File: src/rtl/fetch_responder.sv
// -----------------------------------------------------------------------------
// fetch_responder
//   Responder end of the CPU instruction-fetch handshake. Fetch requests are
//   forwarded to an in-order, variable-latency memory backend. The tag of every
//   accepted request is queued in a small FIFO. Each returning backend beat is
//   paired with the tag at the FIFO head. A flush marks all responses still in
//   flight as dropped, so they are consumed without being delivered.
//
// Parameters
//   ADDR_W  fetch word-address width
//   TAG_W   request tag width
//   DEPTH   max outstanding requests (power of two, >= 2)
//
// Ports
//   clk           core clock
//   rst_n         synchronous active-low reset
//   flush         drop responses for every request accepted up to this cycle
//   req_addr      fetch address
//   req_tag       fetch tag
//   req_valid     fetch request present
//   req_accepted  request taken this cycle (combinational)
//   resp_data     instruction word
//   resp_tag      tag paired with resp_data
//   resp_valid    resp_data/resp_tag valid this cycle
//   icache_stall  request present while all DEPTH slots are in flight
//   mem_ren       backend read strobe (combinational)
//   mem_addr      backend address (mirrors req_addr)
//   mem_ready     backend takes mem_ren this cycle
//   mem_rdata     backend data, returned in request order
//   mem_rvalid    backend data beat
//   proto_err     sticky flag: a backend beat arrived with nothing pending
//
// Build option
//   FETCH_RESP_BYPASS_EN : when defined, the response is driven combinationally
//   from the current beat and the FIFO head (zero added latency, outputs read
//   zero when idle). When undefined, the response is registered one cycle
//   after the beat and holds its last value while idle.
// -----------------------------------------------------------------------------
module fetch_responder #(
  parameter int ADDR_W = 27,
  parameter int TAG_W  = 32,
  parameter int DEPTH  = 4
) (
  input  logic              clk,
  input  logic              rst_n,
  input  logic              flush,
  input  logic [ADDR_W-1:0] req_addr,
  input  logic [TAG_W-1:0]  req_tag,
  input  logic              req_valid,
  output logic              req_accepted,
  output logic [31:0]       resp_data,
  output logic [TAG_W-1:0]  resp_tag,
  output logic              resp_valid,
  output logic              icache_stall,
  output logic              mem_ren,
  output logic [ADDR_W-1:0] mem_addr,
  input  logic              mem_ready,
  input  logic [31:0]       mem_rdata,
  input  logic              mem_rvalid,
  output logic              proto_err
);

  localparam int PTR_W = (DEPTH > 1) ? $clog2(DEPTH) : 1;
  localparam int CNT_W = PTR_W + 1;
  localparam logic [CNT_W-1:0] DEPTH_C = CNT_W'(DEPTH);
  localparam logic [CNT_W-1:0] ONE_C   = CNT_W'(1);
  localparam logic [PTR_W-1:0] PONE_C  = PTR_W'(1);

  logic [TAG_W-1:0] tag_mem [DEPTH];
  logic [PTR_W-1:0] wr_ptr;
  logic [PTR_W-1:0] rd_ptr;
  logic [CNT_W-1:0] pending;
  logic [CNT_W-1:0] drop_cnt;
  logic             proto_err_q;

  logic             full;
  logic             accept;
  logic             pop;
  logic             deliver;
  logic [TAG_W-1:0] head_tag;

  // Pointers wrap naturally because DEPTH is a power of two.
  function automatic logic [PTR_W-1:0] ptr_inc(input logic [PTR_W-1:0] p);
    return p + PONE_C;
  endfunction

  function automatic logic [CNT_W-1:0] pending_next(input logic [CNT_W-1:0] cnt,
                                                    input logic             inc,
                                                    input logic             dec);
    return cnt + CNT_W'(inc) - CNT_W'(dec);
  endfunction

  // ---- stage p0: request side and beat classification (combinational) ----
  // The full check uses pre-pop pending, so a slot freed by this cycle's beat
  // is not reusable until the next cycle. Strobes are held off during reset.
  assign full         = (pending == DEPTH_C);
  assign mem_ren      = rst_n && req_valid && !flush && !full;
  assign mem_addr     = req_addr;
  assign accept       = mem_ren && mem_ready;
  assign req_accepted = accept;
  assign icache_stall = req_valid && full;

  assign pop      = mem_rvalid && (pending != '0);
  assign deliver  = pop && (drop_cnt == '0) && !flush;
  assign head_tag = tag_mem[rd_ptr];

  assign proto_err = proto_err_q;

  always_ff @(posedge clk) begin
    if (!rst_n) begin
      wr_ptr      <= '0;
      rd_ptr      <= '0;
      pending     <= '0;
      drop_cnt    <= '0;
      proto_err_q <= 1'b0;
    end else begin
      if (accept) begin
        wr_ptr <= ptr_inc(wr_ptr);
      end
      if (pop) begin
        rd_ptr <= ptr_inc(rd_ptr);
      end
      pending <= pending_next(pending, accept, pop);
      // A flush recomputes the drop count from what is still in flight, so a
      // second flush never double-counts beats already marked as dropped.
      if (flush) begin
        drop_cnt <= pending - CNT_W'(pop);
      end else if (pop && (drop_cnt != '0)) begin
        drop_cnt <= drop_cnt - ONE_C;
      end
      if (mem_rvalid && (pending == '0)) begin
        proto_err_q <= 1'b1;
      end
    end
  end

  // Tag storage carries no reset; entries are only read after being written.
  always_ff @(posedge clk) begin
    if (accept) begin
      tag_mem[wr_ptr] <= req_tag;
    end
  end

`ifdef FETCH_RESP_BYPASS_EN
  assign resp_valid = deliver;
  assign resp_data  = deliver ? mem_rdata : 32'd0;
  assign resp_tag   = deliver ? head_tag  : '0;
`else
  logic             vld_p1;
  logic [31:0]      resp_data_p1;
  logic [TAG_W-1:0] resp_tag_p1;

  // ---- stage p1: registered response ----
  always_ff @(posedge clk) begin
    if (!rst_n) begin
      vld_p1       <= 1'b0;
      resp_data_p1 <= '0;
      resp_tag_p1  <= '0;
    end else begin
      vld_p1 <= deliver;
      if (deliver) begin
        resp_data_p1 <= mem_rdata;
        resp_tag_p1  <= head_tag;
      end
    end
  end

  assign resp_valid = vld_p1;
  assign resp_data  = resp_data_p1;
  assign resp_tag   = resp_tag_p1;
`endif

endmodule

File: config.mk
export PLATFORM = sky130hd
export DESIGN_NAME = fetch_responder
export DESIGN_NICKNAME = d
export VERILOG_FILES = /design/src/rtl/fetch_responder.sv
export SDC_FILE = /design/constraint.sdc
export NUM_CORES = 1
export LEC_CHECK = 0
export CORE_ASPECT_RATIO = 1.5
export CORE_MARGIN = 8
export CORE_UTILIZATION = 40
export DETAILED_ROUTE_END_ITERATION = 8
export PLACE_DENSITY = 0.69
export SLEW_MARGIN = 20
export SYNTH_ARGS = -nofsm -noshare
export SYNTH_HDL_FRONTEND = slang
export SYNTH_SLANG_ARGS = --single-unit
File: constraint.sdc
create_clock -name clk -period 2.3 [get_ports clk]
set_input_delay 0.345 -clock clk [delete_from_list [all_inputs] [get_ports clk]]
set_output_delay 0.345 -clock clk [all_outputs]
set_load 0.03 [all_outputs]
* Yosys cells after proc, flatten, opt, wreduce, memory -nomap -nowiden
Memories as Yosys holds them, arrays and structs flattened. A register that Yosys moved wholly into a read port is not among the register bits. Cells that the tools add are included.
Word-level totals: flip-flop bits (word level) 44, bits in writable memories 128, output and inout bits 96, memories kept 1
Memories:
- tag_mem | words 4, width 32, read ports 1, clocked after Yosys merged registers in 1, write ports 1, line 69 | logic [TAG_W-1:0] tag_mem [DEPTH];
Operators by class: $add $sub $neg 6, equality and inequality tests 1, multiplexer cells 4, reductions and logical operators 18
Operators with widths (number):
- $logic_and 1x1->1 | 10
- $logic_not 3->1 | 2
- $mux 3 | 2
- $reduce_bool 3->1 | 2
- $sub 3x1->3 | 2
- $add 2x1->2 const B | 2
- $add 3x1->3 | 1
- $eq 3x3->1 const B | 1
- $logic_not 1->1 | 3
- $sub 3x1->3 const B | 1
- $mux 1 | 2
- $reduce_bool 2->1 | 1

* Longest topological paths before layout
depth after elaboration 6, mapped depth 8

* Least setup slack after synthesis
OpenSTA, ideal clock, no wires.
kind flip-flop to flip-flop, from reg pending[1], to mem tag_mem[1][0] (enable), library setup time 0.392 ns, data arrival time 2.517 ns, setup slack -0.609 ns, cell stages (with the launch flop) 5, cell sequence dfxtp_1 -> buf_2 -> nor3b_1 -> nor4b_2 -> and2_1
On the way: cells in the longest elaborated chain, start to end 6
RTL lines:
- start, declared | line 72 | logic [CNT_W-1:0] pending;
- start signal, assigned | line 123 | pending <= pending_next(pending, accept, pop);
- $eq 3x3->1 | line 96 | assign full = (pending == DEPTH_C);
- $logic_not 1->1 | line 97 | assign mem_ren = rst_n && req_valid && !flush && !full;
- $logic_and 1x1->1 | line 97
- $logic_and 1x1->1 | line 99 | assign accept = mem_ren && mem_ready;
- net req_accepted | line 50 | output logic req_accepted,
- $mux 1 | line 139 | if (accept) begin
- $mux 1 (implied by the code) | line 140 | tag_mem[wr_ptr] <= req_tag;
- end, declared | line 69
The timed path passes the listed nets, and every way through them passes these cells.

* Worst setup path in the final report
from reg pending[2], to out req_accepted
On the way: cells in the longest elaborated chain, start to end 4
RTL lines (line):
- $eq 3x3->1 | 96
- $logic_not 1->1 | 97
- $logic_and 1x1->1 | 97
- $logic_and 1x1->1 | 99
- end, declared | 50
No other way between the ends.

==> run metrics <==
# hold bufs at CTS=0; met2 Resource Use GR=27.1%; number of flops mapped to enable cells by yosys=between 100 and 150; layout cells sized above 1=15.3%; Fmax=0.465 GHz; initial antenna violation count=0; syn_area_per_cell=14.7 sq um; largest net degree at the start of global routing=41; met1 Track Usage GR=14.4%; largest cells by area after synthesis=edfxtp_1 (49%), dfxtp_1 (19%), mux4_2 (9.1%); Worst EP arrival=around 1800 ps; IO buf count=138; dpl cells=between 800 and 900; clk_lat worst skew=approximately 500 ps; Max-slew headroom=39.7%; DRT Pass-1 Iters=4; Horiz. Die Dim=131 microns; Reg clk slew, reported paths=about 70 ps; area leader, netlist=edfxtp_1; most used cell, CP=buf_4; gp weighted congestion=0.790; Critical Path RT=roughly 2000 ps; Post-Layout Cell Count=between 900 and 1,000; Slew Viols, Final=0; final instance area=10,200 sq um; fin nets=759; Die H=around 190 microns; Synth top cells by count=edfxtp_1 (128), dfxtp_1 (76), nand2_1 (38); GR Overflow Total=0; Hold WS=422 ps; Lkg Pwr=3.27 nW; DP Worst Slack=between 100 and 150 ps; Core Footprint=19,500 sq um; Critical-path top delay cell=dfxtp_1; clk buf depth=3; FP Rows=63; Vias/cell=5.14; GRT Util Overall=14.4%; global-route wire length before repair=27,600 microns; Max VDD drop=a little over 400 uV; CTS Buf Count=19; Antenna diodes=0; Area Growth Syn to Fin=28.7%; routed len/inst=roughly 19 microns; antenna viol nets, final=0; clk_skew=14.4 ps; CTS HTree Levels=1; final WL=17,500 microns; Synth cell types=38; busiest grt layer=met2; post-synth top area share=~49%; root buffer cell=clkbuf_16; Mapped Area=7890 sq um; outcome=completed; Main synth FF type=edfxtp_1; final hold vios=0; Pwr per Cell Area=894 nW/um^2; crit-path max cell delay=560 ps; post-route setup slack=150 ps; CP top delay family=flip-flops; Area after DPL=9520 sq um; vias in the first global route=5,262; cells after synthesis=538; Critical Path Fanout Max=9; Fin Setup TNS=0 ps; count leader, synth=edfxtp_1; syn nets=644; Worst-Margin Slew=904 ps; critical path, cell by cell=nor3b_2, nor4b_4, buf_4, buf_4; Starting DRT DRC Count=238; DRC viols=0; # Post-CTS Setup Buffers=0; Ports=between 150 and 200; clock period minus worst slack=~2200 ps; RSZ-0062 raised after global routing=no; Maximum Capacitance Violations=0; Ys Warns=0; Setup CP Type=reg -> out; DR vias=4,756; Post-DP HPWL=12,200 microns; Critical Path Sink Type=output pin; Final Setup Violations=0; Async S/R FF share, synth=0%; Initial Utilization=40.4%; met3 usage=2.81%; post-CTS sizing=1; register bit total from synthesis=about 200; die area=between 20,000 and 25,000 sq um; fin crit share=93.5%; CTS tree=done; sequential area share after synthesis=68.0%; Worst setup SP type=flop; HP Class=in -> reg; buffers and inverters on the worst path=2; CTS sink count=204
## state kept, by name (all words and copies together) (netlist names)
name and count:
tag_mem 128, resp_data 32, resp_tag 32, drop_cnt 3, pending 3, rd_ptr 2, wr_ptr 2, proto_err 1
resp_valid 1
## cell families (layout without fill, tap and decap cells)
family | after synthesis | count (layout) | synth area share (%)
AOI/OAI and AO/OA | 110 | 110 | 9.04
xor gates and xnor gates | 4 | 4 | 0.444
adders and majority gates | 9 | 9 | 1.52
buffers and inverters | 77 | 205 | 5.30
DFF | 204 | 204 | 68.0
muxes | 34 | 34 | 9.39
and+or+nand+nor | 100 | 100 | 6.30
## cell usage in the layout (no fill, tap or decap), types with 3 or more instances in the layout
cell type,instances
ha_1,8
o21ai_0,5
o2bb2ai_1,32
mux4_2,32
clkbuf_16,19
and2_2,4
inv_1,9
buf_12,9
xnor2_1,3
edfxtp_1,128
nand2_1,38
nand3_1,32
o21ai_1,29
dfxtp_1,74
nand2b_1,3
nor2_1,7
a21oi_1,35
clkdlybuf4s50_1,134
buf_4,17
nor3_1,3
## report_power, final
part / internal [mW] / switching (mW) / total (mW) / leakage [nW]
Combinational: 0.845 / 0.922 / 1.77 / 1.19
Clock: 1.80 / 1.30 / 3.10 / 0.308
Sequential: 4.04 / 0.170 / 4.21 / 1.77
## metal layers
layer / part of all wire, % / up-vias / wire length [microns]
met4: 3.6 / 0 / 623
met3: 6.9 / 53 / 1210
met1: 35 / 2321 / 6160
li1: - / 2233 / -
met2: 54 / 149 / 9520
met5: 0 / - / 0
## stage by stage
step	total power [mW]	utilization, %
2_1_floorplan	5.47	-
3_3_place_gp	6.03	48.7
3_5_place_dp	6.08	48.7
4_1_cts	9.21	51.9
5_1_grt	9.47	51.9
6_report	9.08	51.9
## area by class of cell
class	count	area, sq um
fill	1646	9400
tap	260	325
sequential	204	5370
multi-input combinational	257	2140
clock buffer	22	497
clock inverter	12	129
inverter	9	33.8
timing repair buffer	162	1660
## worst paths after layout
| check | cells after the start | slack [ps] | endpoint | from |
|---|---|---|---|---|
| setup / recovery | 4 | 150 | req_accepted | pending[2]$_SDFF_PN0_ |
| hold / removal | 3 | 420 | resp_data[11]$_SDFFE_PN0P_ | mem_rdata[11] |
| setup reg to reg | 5 | 410 | tag_mem[2][23]$_DFFE_PP_ | pending[2]$_SDFF_PN0_ |
| hold reg to reg | 2 | 460 | resp_tag[4]$_SDFFE_PN0P_ | resp_tag[4]$_SDFFE_PN0P_ |
## worst register-to-register path, cell delays in order, from the launching register on
cell and delay, ps:
dfxtp_1 430, nor3b_2 230, nor4b_4 290, buf_4 200
and2_2 200, buf_4 230
(Power assumes the default switching activity.)
